## src/rtl/eka_mem_arbiter_if.sv

```systemverilog
// Bus bundle between the Eka core's fetch/load-store ports, the arbiter and the memory.
// Requests are held high until granted; each grant yields exactly one rvalid pulse later.
interface eka_mem_arbiter_if #(
   parameter int ADDR_WIDTH = 32
);
   logic                  i_req;
   logic [ADDR_WIDTH-1:0] i_addr;
   logic                  i_gnt;
   logic                  i_rvalid;
   logic [31:0]           i_rdata;

   logic                  d_req;
   logic                  d_we;
   logic [ADDR_WIDTH-1:0] d_addr;
   logic [31:0]           d_wdata;
   logic                  d_gnt;
   logic                  d_rvalid;
   logic [31:0]           d_rdata;

   logic                  m_req;
   logic                  m_we;
   logic [ADDR_WIDTH-1:0] m_addr;
   logic [31:0]           m_wdata;
   logic                  m_ack;
   logic [31:0]           m_rdata;

   // Arbiter side.
   modport slave (
      input  i_req, i_addr, d_req, d_we, d_addr, d_wdata, m_ack, m_rdata,
      output i_gnt, i_rvalid, i_rdata, d_gnt, d_rvalid, d_rdata,
      output m_req, m_we, m_addr, m_wdata
   );

   // Core and memory side.
   modport master (
      output i_req, i_addr, d_req, d_we, d_addr, d_wdata, m_ack, m_rdata,
      input  i_gnt, i_rvalid, i_rdata, d_gnt, d_rvalid, d_rdata,
      input  m_req, m_we, m_addr, m_wdata
   );
endinterface

```

## src/rtl/eka_mem_arbiter.sv

```systemverilog
// Shares one single-port, variable-latency memory between instruction fetch and load/store.
// Data wins by default; a streak counter hands the memory to a waiting fetch every STREAK_MAX data grants.
module eka_mem_arbiter #(
   parameter int ADDR_WIDTH = 32,
   parameter int STREAK_MAX = 4
) (
   input  logic               clk,
   input  logic               reset,
   eka_mem_arbiter_if.slave   bus,
   output logic               dbg_state
);

   typedef enum logic {
      IDLE = 1'b0,
      BUSY = 1'b1
   } state_t;

   localparam logic [3:0] STREAK_LIM = 4'(STREAK_MAX);
   localparam logic       OWNER_I    = 1'b0;
   localparam logic       OWNER_D    = 1'b1;

   state_t                state_q;
   state_t                state_d;
   logic                  owner_q;
   logic [3:0]            streak_q;
   logic                  i_gnt;
   logic                  d_gnt;

   logic                  m_req_q;
   logic                  m_we_q;
   logic [ADDR_WIDTH-1:0] m_addr_q;
   logic [31:0]           m_wdata_q;
   logic                  i_rvalid_q;
   logic                  d_rvalid_q;
   logic [31:0]           i_rdata_q;
   logic [31:0]           d_rdata_q;

   always_ff @(posedge clk) begin
      if (reset) begin
         state_q <= IDLE;
      end else begin
         state_q <= state_d;
      end
   end

   // Grants exist only in IDLE, so a waiting request simply stays high through BUSY.
   always_comb begin
      state_d = state_q;
      i_gnt   = 1'b0;
      d_gnt   = 1'b0;
      case (state_q)
         IDLE: begin
            if (bus.d_req && !(bus.i_req && streak_q == STREAK_LIM)) begin
               d_gnt = 1'b1;
            end else if (bus.i_req) begin
               i_gnt = 1'b1;
            end
            if (i_gnt || d_gnt) begin
               state_d = BUSY;
            end
         end
         BUSY: begin
            if (bus.m_ack) begin
               state_d = IDLE;
            end
         end
         default: state_d = IDLE;
      endcase
   end

   always_ff @(posedge clk) begin
      if (reset) begin
         owner_q    <= OWNER_I;
         streak_q   <= 4'd0;
         m_req_q    <= 1'b0;
         m_we_q     <= 1'b0;
         m_addr_q   <= '0;
         m_wdata_q  <= 32'd0;
         i_rvalid_q <= 1'b0;
         d_rvalid_q <= 1'b0;
         i_rdata_q  <= 32'd0;
         d_rdata_q  <= 32'd0;
      end else begin
         i_rvalid_q <= 1'b0;
         d_rvalid_q <= 1'b0;

         if (d_gnt) begin
            owner_q   <= OWNER_D;
            m_req_q   <= 1'b1;
            m_we_q    <= bus.d_we;
            m_addr_q  <= bus.d_addr;
            m_wdata_q <= bus.d_wdata;
            // A data grant with fetch waiting is only possible below the limit.
            if (bus.i_req) begin
               streak_q <= streak_q + 4'd1;
            end
         end else if (i_gnt) begin
            owner_q   <= OWNER_I;
            m_req_q   <= 1'b1;
            m_we_q    <= 1'b0;
            m_addr_q  <= bus.i_addr;
            m_wdata_q <= 32'd0;
            streak_q  <= 4'd0;
         end

         if (state_q == BUSY && bus.m_ack) begin
            m_req_q <= 1'b0;
            m_we_q  <= 1'b0;
            if (owner_q == OWNER_D) begin
               d_rvalid_q <= 1'b1;
               d_rdata_q  <= m_we_q ? 32'd0 : bus.m_rdata;
            end else begin
               i_rvalid_q <= 1'b1;
               i_rdata_q  <= bus.m_rdata;
            end
         end
      end
   end

   assign bus.i_gnt    = i_gnt;
   assign bus.d_gnt    = d_gnt;
   assign bus.i_rvalid = i_rvalid_q;
   assign bus.d_rvalid = d_rvalid_q;
   assign bus.i_rdata  = i_rdata_q;
   assign bus.d_rdata  = d_rdata_q;
   assign bus.m_req    = m_req_q;
   assign bus.m_we     = m_we_q;
   assign bus.m_addr   = m_addr_q;
   assign bus.m_wdata  = m_wdata_q;
   assign dbg_state    = state_q;

endmodule

```

## src/flat_wrapper.sv

```systemverilog
// flat-port wrapper written by rule: the top's interface ports become plain ports
module eka_mem_arbiter_flat 
#(
   parameter int ADDR_WIDTH = 32,
   parameter int STREAK_MAX = 4
)
  (clk, reset, dbg_state, bus_i_req, bus_i_addr, bus_d_req, bus_d_we, bus_d_addr, bus_d_wdata, bus_m_ack, bus_m_rdata, bus_i_gnt, bus_i_rvalid, bus_i_rdata, bus_d_gnt, bus_d_rvalid, bus_d_rdata, bus_m_req, bus_m_we, bus_m_addr, bus_m_wdata);
  eka_mem_arbiter_if #(.ADDR_WIDTH(ADDR_WIDTH)) bus_i ();
  input  logic clk;
  input  logic reset;
  output logic dbg_state;
  input wire logic [$bits(bus_i.i_req)-1:0] bus_i_req;
  input wire logic [$bits(bus_i.i_addr)-1:0] bus_i_addr;
  input wire logic [$bits(bus_i.d_req)-1:0] bus_d_req;
  input wire logic [$bits(bus_i.d_we)-1:0] bus_d_we;
  input wire logic [$bits(bus_i.d_addr)-1:0] bus_d_addr;
  input wire logic [$bits(bus_i.d_wdata)-1:0] bus_d_wdata;
  input wire logic [$bits(bus_i.m_ack)-1:0] bus_m_ack;
  input wire logic [$bits(bus_i.m_rdata)-1:0] bus_m_rdata;
  output wire logic [$bits(bus_i.i_gnt)-1:0] bus_i_gnt;
  output wire logic [$bits(bus_i.i_rvalid)-1:0] bus_i_rvalid;
  output wire logic [$bits(bus_i.i_rdata)-1:0] bus_i_rdata;
  output wire logic [$bits(bus_i.d_gnt)-1:0] bus_d_gnt;
  output wire logic [$bits(bus_i.d_rvalid)-1:0] bus_d_rvalid;
  output wire logic [$bits(bus_i.d_rdata)-1:0] bus_d_rdata;
  output wire logic [$bits(bus_i.m_req)-1:0] bus_m_req;
  output wire logic [$bits(bus_i.m_we)-1:0] bus_m_we;
  output wire logic [$bits(bus_i.m_addr)-1:0] bus_m_addr;
  output wire logic [$bits(bus_i.m_wdata)-1:0] bus_m_wdata;
  assign bus_i.i_req = bus_i_req;
  assign bus_i.i_addr = bus_i_addr;
  assign bus_i.d_req = bus_d_req;
  assign bus_i.d_we = bus_d_we;
  assign bus_i.d_addr = bus_d_addr;
  assign bus_i.d_wdata = bus_d_wdata;
  assign bus_i.m_ack = bus_m_ack;
  assign bus_i.m_rdata = bus_m_rdata;
  assign bus_i_gnt = bus_i.i_gnt;
  assign bus_i_rvalid = bus_i.i_rvalid;
  assign bus_i_rdata = bus_i.i_rdata;
  assign bus_d_gnt = bus_i.d_gnt;
  assign bus_d_rvalid = bus_i.d_rvalid;
  assign bus_d_rdata = bus_i.d_rdata;
  assign bus_m_req = bus_i.m_req;
  assign bus_m_we = bus_i.m_we;
  assign bus_m_addr = bus_i.m_addr;
  assign bus_m_wdata = bus_i.m_wdata;
  eka_mem_arbiter #(.ADDR_WIDTH(ADDR_WIDTH), .STREAK_MAX(STREAK_MAX)) u_core (.clk(clk), .reset(reset), .bus(bus_i), .dbg_state(dbg_state));
endmodule
```

## config.mk

```make
export PLATFORM = sky130hd
export DESIGN_NAME = eka_mem_arbiter_flat
export DESIGN_NICKNAME = d
export VERILOG_FILES = /design/src/rtl/eka_mem_arbiter_if.sv /design/src/rtl/eka_mem_arbiter.sv /design/src/flat_wrapper.sv
export SDC_FILE = /design/constraint.sdc
export NUM_CORES = 1
export LEC_CHECK = 0
export ABC_AREA = 1
export BUFFER_PORTS_ARGS = -buffer_cell sky130_fd_sc_hd__buf_2
export CORE_MARGIN = 2
export CORE_UTILIZATION = 33
export CTS_CLUSTER_SIZE = 24
export DETAILED_ROUTE_END_ITERATION = 6
export HOLD_SLACK_MARGIN = 0.08
export SYNTH_ARGS = -nofsm -noshare
export SYNTH_HDL_FRONTEND = slang
export SYNTH_SLANG_ARGS = --single-unit
```

## constraint.sdc

```tcl
create_clock -name clk -period 3.5 [get_ports clk]
set_input_delay 0.35 -clock clk [delete_from_list [all_inputs] [get_ports clk]]
set_output_delay 0.35 -clock clk [all_outputs]
set_load 0.02 [all_outputs]
```

==> results of run 1 <==
-- flip-flops by register name, summed over array words and instances (netlist names), 4 cells and up --
| name | count |
|---|---|
| u_core.streak_q | 4 |
| u_core.bus.m_wdata | 32 |
| u_core.bus.d_rdata | 32 |
| u_core.bus.m_addr | 32 |
| u_core.bus.i_rdata | 32 |
-- power by group through the flow --
stage                     sequential (uW)  clock [uW]  combinational, uW
final                                1700        2170                564
after global routing                 1710        2290                620
after CTS                            1700        2220                569
after detailed placement             1730           0                568
after global placement               1730           0                567
after floorplan                      1830           0                237
-- cells in the final DEF (no fill, tap or decap) --
master and n:
a21oi_1 37, buf_12 1, buf_2 268, buf_4 8
bufinv_16 8, clkbuf_16 17, clkinv_4 3, clkinvlp_4 1
dfxtp_1 138, ha_1 2, inv_1 44, inv_2 3
inv_6 2, nand2_1 170, nand2_2 2, nand3_1 97
nand4_1 34, nor2_1 70, nor2_2 2, nor2_4 1
o21a_1 1, o21ai_0 50, o21ai_1 15, o21ai_4 1
or2_2 1, xor2_1 2
-- path summary, 6_finish.rpt --
kind | start | to | slack (ns) | cells past startpoint
min reg2reg | u_core.bus.m_wdata[23] | u_core.bus.m_wdata[23] | 0.46 | 2
max | u_core.streak_q[0] | bus_i_gnt | 0.71 | 10
max reg2reg | u_core.streak_q[0] | u_core.bus.m_wdata[18] | 1.20 | 10
min | bus_m_rdata[12] | u_core.bus.i_rdata[12] | 0.17 | 3
-- per-layer routing --
| layer | vias to the layer above | wire, um | GRT usage, % |
|---|---|---|---|
| li1 | 2847 | - | - |
| met1 | 2541 | 7192 | 22.80 |
| met2 | 251 | 7875 | 31.22 |
| met3 | 25 | 1647 | 7.228 |
| met4 | 0 | 297 | 6.039 |
| met5 | - | 0 | 0 |
-- layout make-up --
type	count	area, um2	area share (%)
flip-flops and latches	138	2763	36.51
multi-input cells	485	2218	29.32
repair buffers	277	1421	18.79
clock buffers	17	425.4	5.623
clock inverters	14	291.5	3.853
well taps	216	270.3	3.572
inverters	47	176.4	2.332
-- metrics by stage --
step | cell area (um2) | instances
2_1_floorplan | 5399 | 727
3_5_place_dp | 6849 | 1163
6_report | 7566 | 1194
3_3_place_gp | 6849 | 1163
4_1_cts | 7566 | 1194
5_1_grt | 7566 | 1194
-- kinds of logic (layout without fill, tap and decap cells) --
kind of cell             after synthesis  in the layout  synth area share, %
XOR/XNOR                               2              2               0.3245
flip-flops                           138            138                51.17
adder cells (fa/ha/maj)                2              2               0.4634
AND/OR/NAND/NOR                      377            377                30.36
buffers and inverters                104            355                7.926
AO/OA/AOI/OAI                        104            104                9.757
-- worst max-delay path, stage by stage, from the launching register on --
cell     delay, ns
dfxtp_1       0.32
inv_1         0.09
ha_1          0.14
nand2_1       0.05
inv_1         0.06
nand2_2       0.39
nand2_2       0.25
buf_4         0.35
nand2_1       0.13
inv_1         0.08
buf_2         0.15
==> results.toml, run 1 <==
[synth]
yosysSeqAreaShare_pct = 51.17
yosysUniqueCellTypes = 22
yosysMostFrequentCell = "nand2_1"
syn_nets = 863
syn_inst = 727
ys.flop_type = "dfxtp_1"
netlist_top_cells_count = "nand2_1 (170), dfxtp_1 (138), nand3_1 (97)"
synthArstFlopShare_pct = 0
postSynthAreaPerCell_um2 = 7.426
synth_top_area_share_pct = 51.17
synth_warnings = 0
syn_area_mm2 = 0.005399
synth_top_cell_by_area = "dfxtp_1"
synth_area_leaders = "dfxtp_1 (51%), nand2_1 (12%), nand3_1 (9.0%)"
synth_enable_flop_cells = 0
ys_ff_latch = 138

[routing]
wl_per_cell_um = 14.25
dr.pass1.iters = 5
drt_iter0_markers = 256
drt-total-wl_um = 17010
drt-vias-per-instance = 4.744
ant_nets = 0
drc = 0
vias = 5664

[placed_design]
io_buffer_count = 268
routabilityCongestion = 0.8473
post-place-ws_ns = 1.126
dp_hpwl_um = 11410

[floorplan]
die-area_mm2 = 0.01740
start_util_pct = 33.86
rows = 46
io_pins = 269
coreArea_mm2 = 0.01594
die_w_um = 131.9
die_h_um = 131.9

[power]
p_int_uw = 3337
power_uw = 4437
combPwrFrac_pct = 12.7
power.leakage_uw = 0.003984
seq_power_share_pct = 38.3
power.density_mw_per_mm2 = 586.4
switchingPower_uw = 1100
switching_share_pct = 24.80
peakVddDrop_v = 0.0002969
clockPowerShare_pct = 49.0

[final_layout]
antenna_cells = 0
postLayoutCoreUtil_pct = 47.46
fin_nets = 1102
drive_gt1_share_pct = 32.52
num-fill-cells = 1640
area_delta_synth_final_pct = 40.14

[timing]
fmax_ghz = 0.3590
timing.hold.ws_ns = 0.1686
setup_violations = 0
timing.final.ws_setup_ns = 0.7143
rsz0062_at_grt = "false"
clock_skew_ns = 0.008243
finalCriticalPeriod_ns = 2.786
max-slew-margin-rel_pct = 27.26
tns_ns = 0
timing.final.crit_share_pct = 79.59
max_slew.worst_pin.slew_ns = 1.090
finalHoldViolations = 0
drv_slew = 0

[worst_setup_path]
cp-start-kind = "flop"
cp.required_ns = 3.15
critical_path_class = "flop to primary output"
crit_fanout = 35
arrival_ns = 2.44
endpoint_kind = "primary output"

[worst_hold_path]
hp-class = "primary input to flop"

[clocking]
cts_tree = "done"
clk_path_buf_depth = 2
ctsResizeCount = 0
clk_latency_ns = 0.41
cts_buffers = 17
h-tree-depth = 4
path_clk_slew_ns = 0.06
hold_buffers = 0
post_cts_buffers = 0
root_buffer = "clkbuf_16"
cts.sinks = 138

[global_route]
grt_usage_pct = 18.94
grt_start_max_net_pins = 72
grt_pass1_vias = 5265
grt_overflow = 0
grt_first_pass_wirelength_um = 26670
antenna_found_initial = 0

[flow_run]
maxCapViolations = 0

[run_status]
status = "completed"
(Power assumes the default switching activity.)
==> inputs of run 2 (changes only) <==
Clock period 3.5 ns to 2.4 ns, I/O delays scaled along.
==> run 2 against run 1 <==
Against the previous run:
- power increased by 37%
- combinational power increased by 63%
- utilization increased by 3.6 points
- clock power increased by 24%
- design area increased by 7.6%
- via count increased by 3.3%
- routed wire length increased by 5.7%
- global-route usage increased by 1.3 points
- critical endpoint unchanged
==> results.toml, run 2 (synthesized netlist as in run 1, its figures left out) <==
[global_route]
grt_usage_pct = 20.22
grt_first_pass_wirelength_um = 28410
grt_use_met2_pct = 32.90
antenna_found_initial = 0
grt_overflow = 0
grt.met1_usage_pct = 24.99
grt_pass1_vias = 5533
met3_usage_pct = 6.498
top_usage_layer = "met2"
grt_start_max_net_pins = 48

[final_layout]
fin_nets = 1173
multiInputGateArea_mm2 = 0.002218
antenna_cells = 0
area_delta_synth_final_pct = 50.85
seq_area_mm2 = 0.002763
final_cell_mix = "buf_2 (268), nand2_1 (170), dfxtp_1 (138)"
num-fill-cells = 1578
drive_gt1_share_pct = 31.05
final_common_cell = "buf_2"

[placed_design]
post-place-ws_ns = 0.6876
routabilityCongestion = 0.8472
io_buffer_count = 268
dp_hpwl_um = 11700

[timing]
max_slew.worst_pin.slew_ns = 0.6200
setup_violations = 0
timing.final.ws_setup_ns = 0.2572
finalCriticalPeriod_ns = 2.143
timing.final.crit_share_pct = 89.28
fmax_ghz = 0.4667
max-slew-margin-rel_pct = 58.61
clock_skew_ns = 0.006279
drv_slew = 0
tns_ns = 0
finalHoldViolations = 0
rsz0062_at_grt = "false"

[worst_setup_path]
reg2reg_depth = 10
reg2reg_slack_ns = 0.75
crit_fanout = 33
endpoint_kind = "primary output"
r2r_start = "u_core.streak_q[0]"
critical_path_class = "flop to primary output"
cp-start-kind = "flop"
arrival_ns = 1.90
r2r-end = "u_core.bus.m_wdata[12]"
cp.required_ns = 2.16

[clocking]
post_cts_buffers = 0
clk_latency_ns = 0.41
cts_tree = "done"
clk_path_buf_depth = 2
path_clk_slew_ns = 0.06
h-tree-depth = 4
cts.sinks = 138
root_buffer = "clkbuf_16"
cts_buffers = 17

[routing]
drt_iter0_markers = 276
vias = 5850
drt-total-wl_um = 17980
dr.pass1.iters = 6
ant_nets = 0
wl_per_cell_um = 14.20
drc = 0
drt-vias-per-instance = 4.621

[run_status]
status = "completed"

[power]
power.density_mw_per_mm2 = 745.7
power.leakage_uw = 0.004235
peakVddDrop_v = 0.0004549

[floorplan]
die-area_mm2 = 0.01740
start_util_pct = 33.86
io_pins = 269
rows = 46
die_h_um = 131.9
coreArea_mm2 = 0.01594
die_w_um = 131.9

[flow_run]
maxCapViolations = 0

[worst_hold_path]
whs_path_depth = 3
hp-class = "primary input to flop"
whs_endpoint = "u_core.bus.i_rdata[19]"
min-delay-start = "bus_m_rdata[19]"
run 2: layout make-up:
type	count	area share (%)
clock inverter	12	1.813
multi-input combinational	485	27.24
inverter	47	2.166
timing repair buffer	348	25.93
tap	216	3.318
sequential	138	33.92
clock buffer	20	5.608
run 2: what timing repair did:
item                                   4_1_cts  5_1_grt
hold buffers                                63        0
setup endpoints to repair                    0        0
gates resized for setup                      0        0
endpoints found under the hold margin       71        0
run 2: worst max-delay path, stage by stage, from the launching register on:
cell,delay (ns)
dfxtp_1,0.32
inv_1,0.09
ha_1,0.14
nand2_1,0.04
inv_1,0.06
nand2_2,0.06
nand2_2,0.08
buf_4,0.33
nand2_1,0.12
inv_1,0.07
buf_2,0.16
run 2: stage by stage:
step / std cells / instance area (um2) / util, % / hold slack, ns / power [uW]
after CTS: 1266 / 8144 / 51.08 / 0.08096 / 6134
after global routing: 1266 / 8144 / 51.08 / 0.09189 / 6343
final: 1266 / 8144 / 51.08 / 0.09909 / 6073
after global placement: 1171 / 6909 / 43.34 / 0.4359 / 3362
after detailed placement: 1171 / 6909 / 43.34 / 0.4449 / 3363
after floorplan: 727 / 5399 / - / 0.3749 / 3018
run 2: power breakdown:
group	switching, uW	internal [uW]
Clock	996	1680
Sequential	59.6	2420
Combinational	556	363
Total	1610	4460
run 2: routing by layer:
layer	up-vias	wire length, um
met5	-	0
met4	0	316
met3	24	1475
met2	231	8338
met1	2600	7852
li1	2995	-
run 2: worst max path at each step:
stage               slack, ns  cells past startpoint                from        end
global route             0.07                     10  u_core.streak_q[0]  bus_i_gnt
CTS                      0.22                     10  u_core.streak_q[0]  bus_i_gnt
detailed placement       0.69                     10  u_core.streak_q[0]  bus_i_gnt
global placement         0.67                     10  u_core.streak_q[0]  bus_i_gnt
floorplan                0.91                      9  u_core.streak_q[0]  bus_i_gnt
finish                   0.26                     10  u_core.streak_q[0]  bus_i_gnt
==> inputs of run 3 (changes only) <==
Settings changed: ABC_AREA 1 to unset.
==> run 3 against run 2 <==
Against the previous run:
- first-iteration DRC count shrank 11%
- register-to-register slack lost 0.54 ns
- power shrank 2.2%
- routed wire length shrank 5.6%
- via count shrank 8.8%
- global-route usage increased by 0.56 points
- worst hold slack worse by 0.0036 ns
- die area is 7.9% lower
- setup slack worse by 0.048 ns
- combinational power fell by 4.1%
- area after synthesis down 8.1%
- clock skew rose by 0.0034 ns
- largest cell class unchanged
==> results.toml, run 3 <==
[final_layout]
fin_nets = 998
antenna_cells = 0
final_cell_mix = "buf_2 (267), dfxtp_1 (138), dlygate4sd3_1 (124)"
drive_gt1_share_pct = 36.16
final_common_cell = "buf_2"
area_delta_synth_final_pct = 66.20
fin_cells = 1058

[global_route]
grt_start_max_net_pins = 45
grt_overflow = 0
grt_first_pass_wirelength_um = 26960
grt_usage_pct = 20.78
antenna_found_initial = 0
grt_pass1_vias = 5500

[clocking]
root_buffer = "clkbuf_16"
h-tree-depth = 4
cts_tree = "done"
path_clk_slew_ns = 0.06
clk_latency_ns = 0.42
cts.sinks = 138
post_cts_buffers = 0
cts_buffers = 17
clk_path_buf_depth = 2

[worst_setup_path]
crit_path_end = "u_core.bus.m_addr[0]"
critPathTopFamily = "simple AND/OR/NAND/NOR gates"
endpoint_kind = "flop"
arrival_ns = 2.55
path_cells = "inv_1 > ha_1 > nand4b_4 > and3b_1 > a221o_1"
r2r_start = "u_core.streak_q[0]"
critical_path_class = "flop to flop"
cp.required_ns = 2.75
cp-start-kind = "flop"
critical_path.slowest_cell = "and3b_1"
crit_cells = 5
startpoint = "u_core.streak_q[0]"
r2r-end = "u_core.bus.m_addr[0]"
path_buf_inv = 1
reg2reg_depth = 5
crit_fanout = 32
reg2reg_slack_ns = 0.21
cp_slowest_stage_delay_ns = 0.99

[synth]
synth_enable_flop_cells = 0
synth-adder-area-share_pct = 0.5044
ys.flop_type = "dfxtp_1"
syn_nets = 624
syn_inst = 488
synth_top_cell_by_area = "dfxtp_1"
postSynthAreaPerCell_um2 = 10.17
yosys.area_share.xor_xnor_pct = 0
synth_top_family_by_area = "compound AO/OA/AOI/OAI gates"
synth_area_leaders = "dfxtp_1 (56%), a221o_1 (6.5%), a32oi_1 (5.8%)"
ys_ff_latch = 138
yosys.area_share.simple_pct = 15.89
yosysUniqueCellTypes = 33
syn_area_mm2 = 0.004961
netlist_top_cells_count = "dfxtp_1 (138), nand2_1 (68), a21oi_1 (36), nor2_1 (36), a32oi_1 (33)"
synth_top_area_share_pct = 55.69
yosysMostFrequentCell = "dfxtp_1"
synth_warnings = 0
synth.mux.area_fraction_pct = 0
yosysSeqAreaShare_pct = 55.69
synthArstFlopShare_pct = 0
synth_compound_area_share_pct = 23.00

[flow_run]
maxCapViolations = 0

[floorplan]
die-area_mm2 = 0.01603
die_h_um = 126.6
start_util_pct = 34.01
io_pins = 269
rows = 44
coreArea_mm2 = 0.01459
die_w_um = 126.6

[timing]
rsz0062_at_grt = "false"
finalCriticalPeriod_ns = 2.191
tns_ns = 0
clock_skew_ns = 0.009697
max-slew-margin-rel_pct = 16.92
setup_violations = 0
finalHoldViolations = 0
fmax_ghz = 0.4564
timing.final.ws_setup_ns = 0.2090
timing.hold.ws_ns = 0.09545
drv_slew = 0
timing.final.crit_share_pct = 91.29
max_slew.worst_pin.slew_ns = 1.246

[routing]
vias = 5335
dr.pass1.iters = 4
drt_iter0_markers = 245
wl_per_cell_um = 16.04
ant_nets = 0
drt-vias-per-instance = 5.043
drt-total-wl_um = 16970
drc = 0

[placed_design]
io_buffer_count = 268
post-place-ws_ns = 0.2433
dp_hpwl_um = 10480
routabilityCongestion = 0.7793
dp_cells = 903

[power]
power.leakage_uw = 0.003755
power_uw = 5940
power.density_mw_per_mm2 = 720.4
peakVddDrop_v = 0.0004884

[run_status]
status = "completed"

[worst_hold_path]
hp-class = "primary input to flop"
## run 3: cell types whose count changed in the layout (fill, tap and decap cells not counted), sizes merged, moves of 37 or more
cell and delta:
nand2 -104, nand3 -94, o21ai -66, dlygate4sd3 +61
inv -44, nor2 -37
## run 3: layout make-up
cell class	count	area, um2
timing repair buffer	403	2668
tap	184	230.2
sequential	138	2763
multi-input combinational	300	1988
fill	1219	6344
clock inverter	9	115.1
clock buffer	22	474.2
inverter	2	7.507
## run 3: report_power, final
part	total, uW	internal, uW	switching, uW
Clock	2590	1610	978
Sequential	2470	2410	60.9
Combinational	881	410	471
## run 3: how the worst min path moves through the flow
stage / startpoint / endpoint / slack, ns / cells past startpoint
3_3_place_gp: u_core.bus.i_rdata[16] / u_core.bus.i_rdata[16] / 0.44 / 2
2_1_floorplan: bus_m_ack / u_core.bus.m_req / 0.34 / 1
3_5_place_dp: u_core.bus.i_rdata[0] / u_core.bus.i_rdata[0] / 0.44 / 2
6_report: bus_d_wdata[7] / u_core.bus.m_wdata[7] / 0.1 / 3
4_1_cts: bus_d_wdata[7] / u_core.bus.m_wdata[7] / 0.08 / 3
5_1_grt: bus_d_wdata[14] / u_core.bus.m_wdata[14] / 0.09 / 3
## run 3: kinds of logic (layout without fill, tap and decap cells)
| family | Yosys count | count (layout) |
|---|---|---|
| adder cells (fa/ha/maj) | 2 | 2 |
| AND/OR/NAND/NOR | 156 | 156 |
| buffers and inverters | 50 | 436 |
| flip-flops | 138 | 138 |
| AO/OA/AOI/OAI | 142 | 142 |
## run 3: metrics by stage
stage / utilization (%) / area, um2
2_1_floorplan: - / 4961
3_3_place_gp: 43.97 / 6415
3_5_place_dp: 43.97 / 6415
4_1_cts: 56.52 / 8245
5_1_grt: 56.52 / 8245
6_report: 56.52 / 8245
## run 3: worst register-to-register path, cell delays in order (launching register included)
cell and delay [ns]:
dfxtp_1 0.38, inv_1 0.08, ha_1 0.25, nand4b_4 0.11, and3b_1 0.99, a221o_1 0.32
## run 3: routing by layer
metal / up-vias / track usage, % / share of wire [%]
met4: 0 / 11.05 / 3.7
met3: 53 / 6.116 / 6.1
met5: - / 0 / 0
met1: 2519 / 23.15 / 40
li1: 2553 / - / -
met2: 210 / 35.73 / 50
## run 3: what timing repair did
action                     CTS  global route
hold endpoints to repair   119             0
gates resized for setup      0             0
setup endpoints to repair    0             0
hold buffers               124             0
